File: src/rtl/lcd_bus_rx.sv
// Receive/monitor end of an HD44780-style parallel LCD bus. It synchronises the pins and checks
// each EN strobe against the bus timing limits. Captured cycles are queued in a small FIFO.
module lcd_bus_rx #(
  parameter int unsigned T_PERIOD_NS = 40,
  parameter int unsigned T_AS_NS     = 80,
  parameter int unsigned T_PW_NS     = 460,
  parameter int unsigned T_CYCE_NS   = 1000,
  parameter int unsigned SYNC_STAGES = 2,
  parameter int unsigned FIFO_DEPTH  = 4
) (
  input  logic        i_clk,
  input  logic        i_rst_n,
  input  logic [7:0]  i_LCD_DATA,
  input  logic        i_LCD_RW,
  input  logic        i_LCD_RS,
  input  logic        i_LCD_EN,
  input  logic        i_LCD_ON,
  output logic        o_vld,
  input  logic        i_rdy,
  output logic [7:0]  o_data,
  output logic        o_rs,
  output logic        o_rw,
  output logic        o_err_setup,
  output logic        o_err_pw,
  output logic        o_err_cyc,
  output logic        o_ovf,
  input  logic        i_err_clr,
  output logic [15:0] o_strb_cnt
);

  localparam int unsigned AS_CYC   = (T_AS_NS + T_PERIOD_NS - 1) / T_PERIOD_NS;
  localparam int unsigned PW_CYC   = (T_PW_NS + T_PERIOD_NS - 1) / T_PERIOD_NS;
  localparam int unsigned CYCE_CYC = (T_CYCE_NS + T_PERIOD_NS - 1) / T_PERIOD_NS;
  localparam int unsigned AS_W     = $clog2(AS_CYC + 1);
  localparam int unsigned PW_W     = $clog2(PW_CYC + 1);
  localparam int unsigned CY_W     = $clog2(CYCE_CYC + 1);
  localparam int unsigned PTR_W    = (FIFO_DEPTH > 1) ? $clog2(FIFO_DEPTH) : 1;
  localparam int unsigned CNT_W    = PTR_W + 1;
  localparam int unsigned BUS_W    = 12;
  localparam int unsigned REC_W    = 10;

  typedef enum logic [0:0] {ST_IDLE = 1'b0, ST_HIGH = 1'b1} state_e;

  logic [SYNC_STAGES-1:0][BUS_W-1:0] sync_q;
  logic [BUS_W-1:0] bus_s;
  logic [7:0]       data_s;
  logic             rw_s, rs_s, en_s, on_s;

  state_e           state_q;
  logic             en_d_q, rs_p_q, rw_p_q, first_q;
  logic [AS_W-1:0]  su_q, su_d, su_inc_s;
  logic [CY_W-1:0]  pc_q, pc_d, pc_inc_s;
  logic [PW_W-1:0]  pw_q;
  logic [7:0]       cap_data_q;
  logic             cap_rs_q, cap_rw_q;
  logic             push_q;
  logic [REC_W-1:0] rec_q;
  logic [15:0]      strb_q;
  logic             err_setup_q, err_pw_q, err_cyc_q, ovf_q;

  logic             rise_s, fall_s, chg_s, act_rise_s, act_fall_s;
  logic             set_setup_s, set_cyc_s, set_pw_s;

  logic [REC_W-1:0] mem_q [FIFO_DEPTH];
  logic [PTR_W-1:0] wr_ptr_q, rd_ptr_q;
  logic [CNT_W-1:0] cnt_q, cnt_d;
  logic             vld_q, pop_s, full_s, wr_ok_s, ovf_set_s;

  assign bus_s = sync_q[SYNC_STAGES-1];
  assign {on_s, en_s, rs_s, rw_s, data_s} = bus_s;

  // Bus synchroniser: every pin goes through the same number of stages so their skew is preserved
  always_ff @(posedge i_clk or negedge i_rst_n) begin
    if (!i_rst_n) begin
      sync_q <= '0;
    end else begin
      sync_q <= {sync_q[SYNC_STAGES-2:0], {i_LCD_ON, i_LCD_EN, i_LCD_RS, i_LCD_RW, i_LCD_DATA}};
    end
  end

  // Edge detection, timing counters and violation decode. The checks use the count including
  // the current cycle, so a signal stable for exactly AS_CYC cycles counts as met.
  always_comb begin
    rise_s = en_s & ~en_d_q;
    fall_s = ~en_s & en_d_q;
    chg_s  = (rs_s != rs_p_q) | (rw_s != rw_p_q);
    if (su_q == AS_W'(AS_CYC)) begin
      su_inc_s = su_q;
    end else begin
      su_inc_s = su_q + AS_W'(1);
    end
    if (pc_q == CY_W'(CYCE_CYC)) begin
      pc_inc_s = pc_q;
    end else begin
      pc_inc_s = pc_q + CY_W'(1);
    end
    if (!on_s) begin
      su_d = su_q;
      pc_d = pc_q;
    end else begin
      su_d = chg_s ? '0 : su_inc_s;
      pc_d = rise_s ? '0 : pc_inc_s;
    end
    act_rise_s  = (state_q == ST_IDLE) & on_s & rise_s;
    act_fall_s  = (state_q == ST_HIGH) & on_s & fall_s;
    set_setup_s = act_rise_s & (su_d < AS_W'(AS_CYC));
    set_cyc_s   = act_rise_s & ~first_q & (pc_inc_s < CY_W'(CYCE_CYC));
    set_pw_s    = act_fall_s & (pw_q < PW_W'(PW_CYC));
  end

  // Strobe FSM with capture register and record hand-off to the FIFO
  always_ff @(posedge i_clk or negedge i_rst_n) begin
    if (!i_rst_n) begin
      state_q    <= ST_IDLE;
      en_d_q     <= 1'b0;
      rs_p_q     <= 1'b0;
      rw_p_q     <= 1'b0;
      su_q       <= '0;
      pc_q       <= '0;
      pw_q       <= '0;
      first_q    <= 1'b1;
      cap_data_q <= 8'h00;
      cap_rs_q   <= 1'b0;
      cap_rw_q   <= 1'b0;
      push_q     <= 1'b0;
      rec_q      <= '0;
      strb_q     <= 16'd0;
    end else begin
      en_d_q <= en_s;
      rs_p_q <= rs_s;
      rw_p_q <= rw_s;
      su_q   <= su_d;
      pc_q   <= pc_d;
      push_q <= 1'b0;
      if (!on_s) begin
        first_q <= 1'b1;
      end
      case (state_q)
        ST_IDLE: begin
          if (act_rise_s) begin
            state_q    <= ST_HIGH;
            pw_q       <= PW_W'(1);
            first_q    <= 1'b0;
            strb_q     <= strb_q + 16'd1;
            cap_data_q <= data_s;
            cap_rs_q   <= rs_s;
            cap_rw_q   <= rw_s;
          end
        end
        ST_HIGH: begin
          if (!on_s) begin
            state_q <= ST_IDLE;
          end else if (fall_s) begin
            state_q <= ST_IDLE;
            push_q  <= 1'b1;
            rec_q   <= {(cap_rw_q ? 8'h00 : cap_data_q), cap_rs_q, cap_rw_q};
          end else begin
            if (pw_q != PW_W'(PW_CYC)) begin
              pw_q <= pw_q + PW_W'(1);
            end
            cap_data_q <= data_s;
            cap_rs_q   <= rs_s;
            cap_rw_q   <= rw_s;
          end
        end
        default: state_q <= ST_IDLE;
      endcase
    end
  end

  // Sticky flags: a violation in the same cycle as a clear keeps the flag set
  always_ff @(posedge i_clk or negedge i_rst_n) begin
    if (!i_rst_n) begin
      err_setup_q <= 1'b0;
      err_pw_q    <= 1'b0;
      err_cyc_q   <= 1'b0;
      ovf_q       <= 1'b0;
    end else begin
      err_setup_q <= (err_setup_q & ~i_err_clr) | set_setup_s;
      err_pw_q    <= (err_pw_q & ~i_err_clr) | set_pw_s;
      err_cyc_q   <= (err_cyc_q & ~i_err_clr) | set_cyc_s;
      ovf_q       <= (ovf_q & ~i_err_clr) | ovf_set_s;
    end
  end

  // FIFO occupancy; a push into a full FIFO still fits when the head leaves in the same cycle
  always_comb begin
    pop_s     = vld_q & i_rdy;
    full_s    = (cnt_q == CNT_W'(FIFO_DEPTH));
    wr_ok_s   = push_q & (~full_s | pop_s);
    ovf_set_s = push_q & ~wr_ok_s;
    case ({wr_ok_s, pop_s})
      2'b10:   cnt_d = cnt_q + CNT_W'(1);
      2'b01:   cnt_d = cnt_q - CNT_W'(1);
      default: cnt_d = cnt_q;
    endcase
  end

  // FIFO storage and pointers
  always_ff @(posedge i_clk or negedge i_rst_n) begin
    if (!i_rst_n) begin
      for (int unsigned i = 0; i < FIFO_DEPTH; i++) begin
        mem_q[i] <= '0;
      end
      wr_ptr_q <= '0;
      rd_ptr_q <= '0;
      cnt_q    <= '0;
      vld_q    <= 1'b0;
    end else begin
      if (wr_ok_s) begin
        mem_q[wr_ptr_q] <= rec_q;
        wr_ptr_q        <= wr_ptr_q + PTR_W'(1);
      end
      if (pop_s) begin
        rd_ptr_q <= rd_ptr_q + PTR_W'(1);
      end
      cnt_q <= cnt_d;
      vld_q <= (cnt_d != '0);
    end
  end

  assign o_vld                  = vld_q;
  assign {o_data, o_rs, o_rw}   = mem_q[rd_ptr_q];
  assign o_err_setup            = err_setup_q;
  assign o_err_pw               = err_pw_q;
  assign o_err_cyc              = err_cyc_q;
  assign o_ovf                  = ovf_q;
  assign o_strb_cnt             = strb_q;

endmodule
File: config.mk
export PLATFORM = sky130hd
export DESIGN_NAME = lcd_bus_rx
export DESIGN_NICKNAME = d
export VERILOG_FILES = /design/src/rtl/lcd_bus_rx.sv
export SDC_FILE = /design/constraint.sdc
export NUM_CORES = 1
export LEC_CHECK = 0
export ABC_AREA = 1
export CAP_MARGIN = 20
export CORE_ASPECT_RATIO = 1.5
export CORE_MARGIN = 3
export CORE_UTILIZATION = 35
export CTS_CLUSTER_SIZE = 20
export DETAILED_ROUTE_END_ITERATION = 8
export HOLD_SLACK_MARGIN = 0.08
export PLACE_DENSITY = 0.56
export SLEW_MARGIN = 20
export SYNTH_ARGS = -nofsm -noshare
export SYNTH_HDL_FRONTEND = slang
export SYNTH_SLANG_ARGS = --single-unit
File: constraint.sdc
create_clock -name i_clk -period 2.3 [get_ports i_clk]
set_clock_uncertainty 0.15 [all_clocks]
set_input_delay 0.575 -clock i_clk [delete_from_list [all_inputs] [get_ports i_clk]]
set_output_delay 0.575 -clock i_clk [all_outputs]
set_load 0.01 [all_outputs]
==> impl_metrics.json <==
{
  "synth.area.top_cells": "dfrtp_1 (60%), nand2_1 (8.4%), o21ai_0 (7.8%), inv_1 (3.5%), nor2_1 (2.9%)",
  "p_leak_nw": 3.127,
  "syn_nets": 570,
  "vias": 3835,
  "antenna_found_initial": 0,
  "busiest_layer": "met2",
  "start_util": 0.3613,
  "drv_cap": 0,
  "fin_ws_ns": 0.07485,
  "worstSetupStartpointType": "primary input",
  "period_needed_ns": 2.225,
  "critical_path_arrival_ns": 2.38,
  "use_met3": 0.04514,
  "max_slew_margin": 0.7160,
  "netlist.top_cell.by_area": "dfrtp_1",
  "dpl.cell_count": 783,
  "tritoncts": "yes",
  "pwr-share-clk": 0.375,
  "sequentialPowerShare": 0.396,
  "h-tree-depth": 4,
  "ys_dominant_reg_cell": "dfrtp_1",
  "synth_top_area_share": 0.6019,
  "ant_nets": 0,
  "grt_pass1_wl_mm": 18.41,
  "yosysMostFrequentCell": "dfrtp_1",
  "first_global_vias": 3965,
  "regArea_um2": 3231,
  "crit_fanout": 2,
  "grt_setup_unrepaired": "yes",
  "combPwrFrac": 0.229,
  "routabilityCongestion": 0.7871,
  "clk_path_buf_depth": 2,
  "rrSetupSlack_ns": 0.28,
  "hold_end": "bus_s[11]",
  "worstHoldPathType": "flip-flop to flip-flop",
  "final-max-slew-violation-count": 0,
  "p_sw_frac": 0.3002,
  "drc": 0,
  "clk_pin_slew_ns": 0.06,
  "outcome": "complete, no violations",
  "die_w_um": 106.7,
  "std_cell_rows": 54,
  "final-setup-viol-count": 0,
  "rr_worst_depth": 8,
  "hold_viol_final": 0,
  "numCtsBuffers": 17,
  "ys_ff_latch": 129,
  "switching_power_mw": 2.096,
  "clk_latency_ns": 0.41,
  "synth_area_um2": 5321,
  "post-route-util": 0.4599,
  "p_int_mw": 4.886,
  "io_pins": 47,
  "tightest_slew_ns": 0.4260,
  "nFillCells": 1441,
  "overflow": 0,
  "dp_slack_ns": -0.4073,
  "ys_async_sr_fraction": 1.000,
  "synthCells": 541,
  "area_growth_syn_to_layout_pct": 27.30,
  "worstPathRequired_ns": 2.45,
  "worst_setup_path_end_kind": "flip-flop",
  "drive_above_1_share": 0.1426,
  "cts_sinks": 129,
  "ir_drop_uv": 476.9,
  "core_um2": 14730,
  "multiInputGateArea_um2": 1792,
  "synth_edf_count": 0,
  "crit-reg2reg-launch": "cnt_q[0]",
  "hold_slack_ns": 0.1964,
  "vias_per_cell": 4.677,
  "yosysWarnings": 0,
  "synth.top_cells.by_count": "dfrtp_1 (128), nand2_1 (119), o21ai_0 (83)",
  "root_buffer": "clkbuf_16",
  "avgSynthCellArea_um2": 9.836,
  "whs_path_depth": 0,
  "post_dp_cell_area_um2": 6152,
  "power.density_nw_per_um2": 1031,
  "die_area_um2": 16750,
  "grt_use_met1": 0.1562,
  "hold_path.startpoint": "sync_q[11]",
  "io_buffers": 46,
  "first_pass_iters": 4,
  "drt_iter0_drc": 136,
  "routedWlPerCell_um": 13.22,
  "grt_util_met2": 0.2426,
  "min_period_over_period": 0.9675,
  "tns_ns": 0,
  "r2r_end": "o_vld",
  "grt_max_degree": 55,
  "grt.total_usage": 0.1371,
  "fin_area_um2": 6774,
  "routed_wl_mm": 10.84,
  "fin_total_pwr_mw": 6.982,
  "synth_seq_area_share": 0.6069,
  "crit_type": "primary input to flip-flop",
  "netlist-cell-type-count": 36,
  "die_y_um": 157.0,
  "dpl.hpwl_mm": 7.375,
  "n_antenna_cell": 0,
  "final_cell_count_no_fill": 820,
  "final_nets": 640,
  "fmax_ghz": 0.4494
}
[flip-flops by register name, indices dropped and copies added (netlist names), 3 cells and up]
| signal | count |
|---|---|
| mem_q | 40 |
| o_strb_cnt | 16 |
| bus_s | 12 |
| sync_q | 12 |
| rec_q | 10 |
| cap_data_q | 8 |
| pc_q | 5 |
| pw_q | 4 |
| cnt_q | 3 |
[layer usage]
metal  routed length [um]  share of wire
met3                  391          0.036
met5                    0              0
met2                 5722           0.53
met4                  166          0.015
met1                 4561           0.42
[cell usage in the layout, fill, tap and decap left out, types with 3 or more instances in the layout]
master           Yosys  routed
ha_1                12      12
o21ai_1              2      10
nor2_2               3       3
clkinv_2             0       4
buf_4                2      12
clkinv_4             0       5
clkdlybuf4s50_1      0      35
nor2_1              41      41
nand2_2              4       4
nand3_1             15      15
xnor2_1              8       8
o22ai_1             21      21
inv_1               50      48
inv_2                3       4
clkbuf_16            0      19
nand2_1            119     119
buf_12               0       7
dfrtp_1            128     127
inv_6                0       4
o21ai_0             83      75
xor2_1              11      11
buf_2                6       8
nand4_1              4       4
[critical path, cell delays in order]
cell and delay [ns]:
clkdlybuf4s50_1 0.46, nand2_1 0.06, nand3_1 0.11, nand2_1 0.08
ha_1 0.21, fa_1 0.38, a21oi_1 0.13, o21ai_1 0.09
xor2_1 0.17, inv_1 0.06, nand2_1 0.04
[final cells by class]
cell class | count | share of cell area
Clock inverter | 15 | 0.02327
Timing Repair Buffer | 69 | 0.1053
Clock buffer | 17 | 0.06280
Sequential cell | 129 | 0.4769
Tap cell | 196 | 0.03620
Multi-Input combinational cell | 340 | 0.2645
Inverter | 54 | 0.03103
[logic make-up after synthesis]
logic type / after synthesis / synth area share
muxes: 1 / 0.002116
AOI/OAI and AO/OA: 112 / 0.1126
DFF: 129 / 0.6069
adders and majority gates: 13 / 0.03198
and+or+nand+nor: 195 / 0.1587
xor gates and xnor gates: 19 / 0.03127
buffers and inverters: 72 / 0.05643
[how the worst max path moves through the flow]
stage                           start  endpoint  cells past startpoint
after floorplan                 i_rdy     o_vld                     10
after global placement          i_rdy     o_vld                     11
after detailed placement        i_rdy     o_vld                     10
after CTS                 rd_ptr_q[0]      o_rs                      5
after global routing            i_rdy     o_vld                     11
final                           i_rdy     o_vld                     11
[power by group through the flow]
stage / combinational (mW) / sequential (mW) / clock (mW)
finish: 1.60 / 2.76 / 2.62
global route: 1.81 / 2.81 / 2.80
global placement: 1.51 / 2.78 / 0
CTS: 1.53 / 2.76 / 2.70
detailed placement: 1.56 / 2.79 / 0
floorplan: 0.857 / 2.76 / 0
[what timing repair did]
item | in CTS | in global routing
endpoints found under the setup margin | 10 | 10
gates cloned | 0 | 3
hold endpoints to repair | 28 | 0
hold buffers | 1 | 0
pin swaps | 0 | 3
buffers inserted | 0 | 1
resized for setup | 35 | 17
Power figures use the tool's default switching activity.
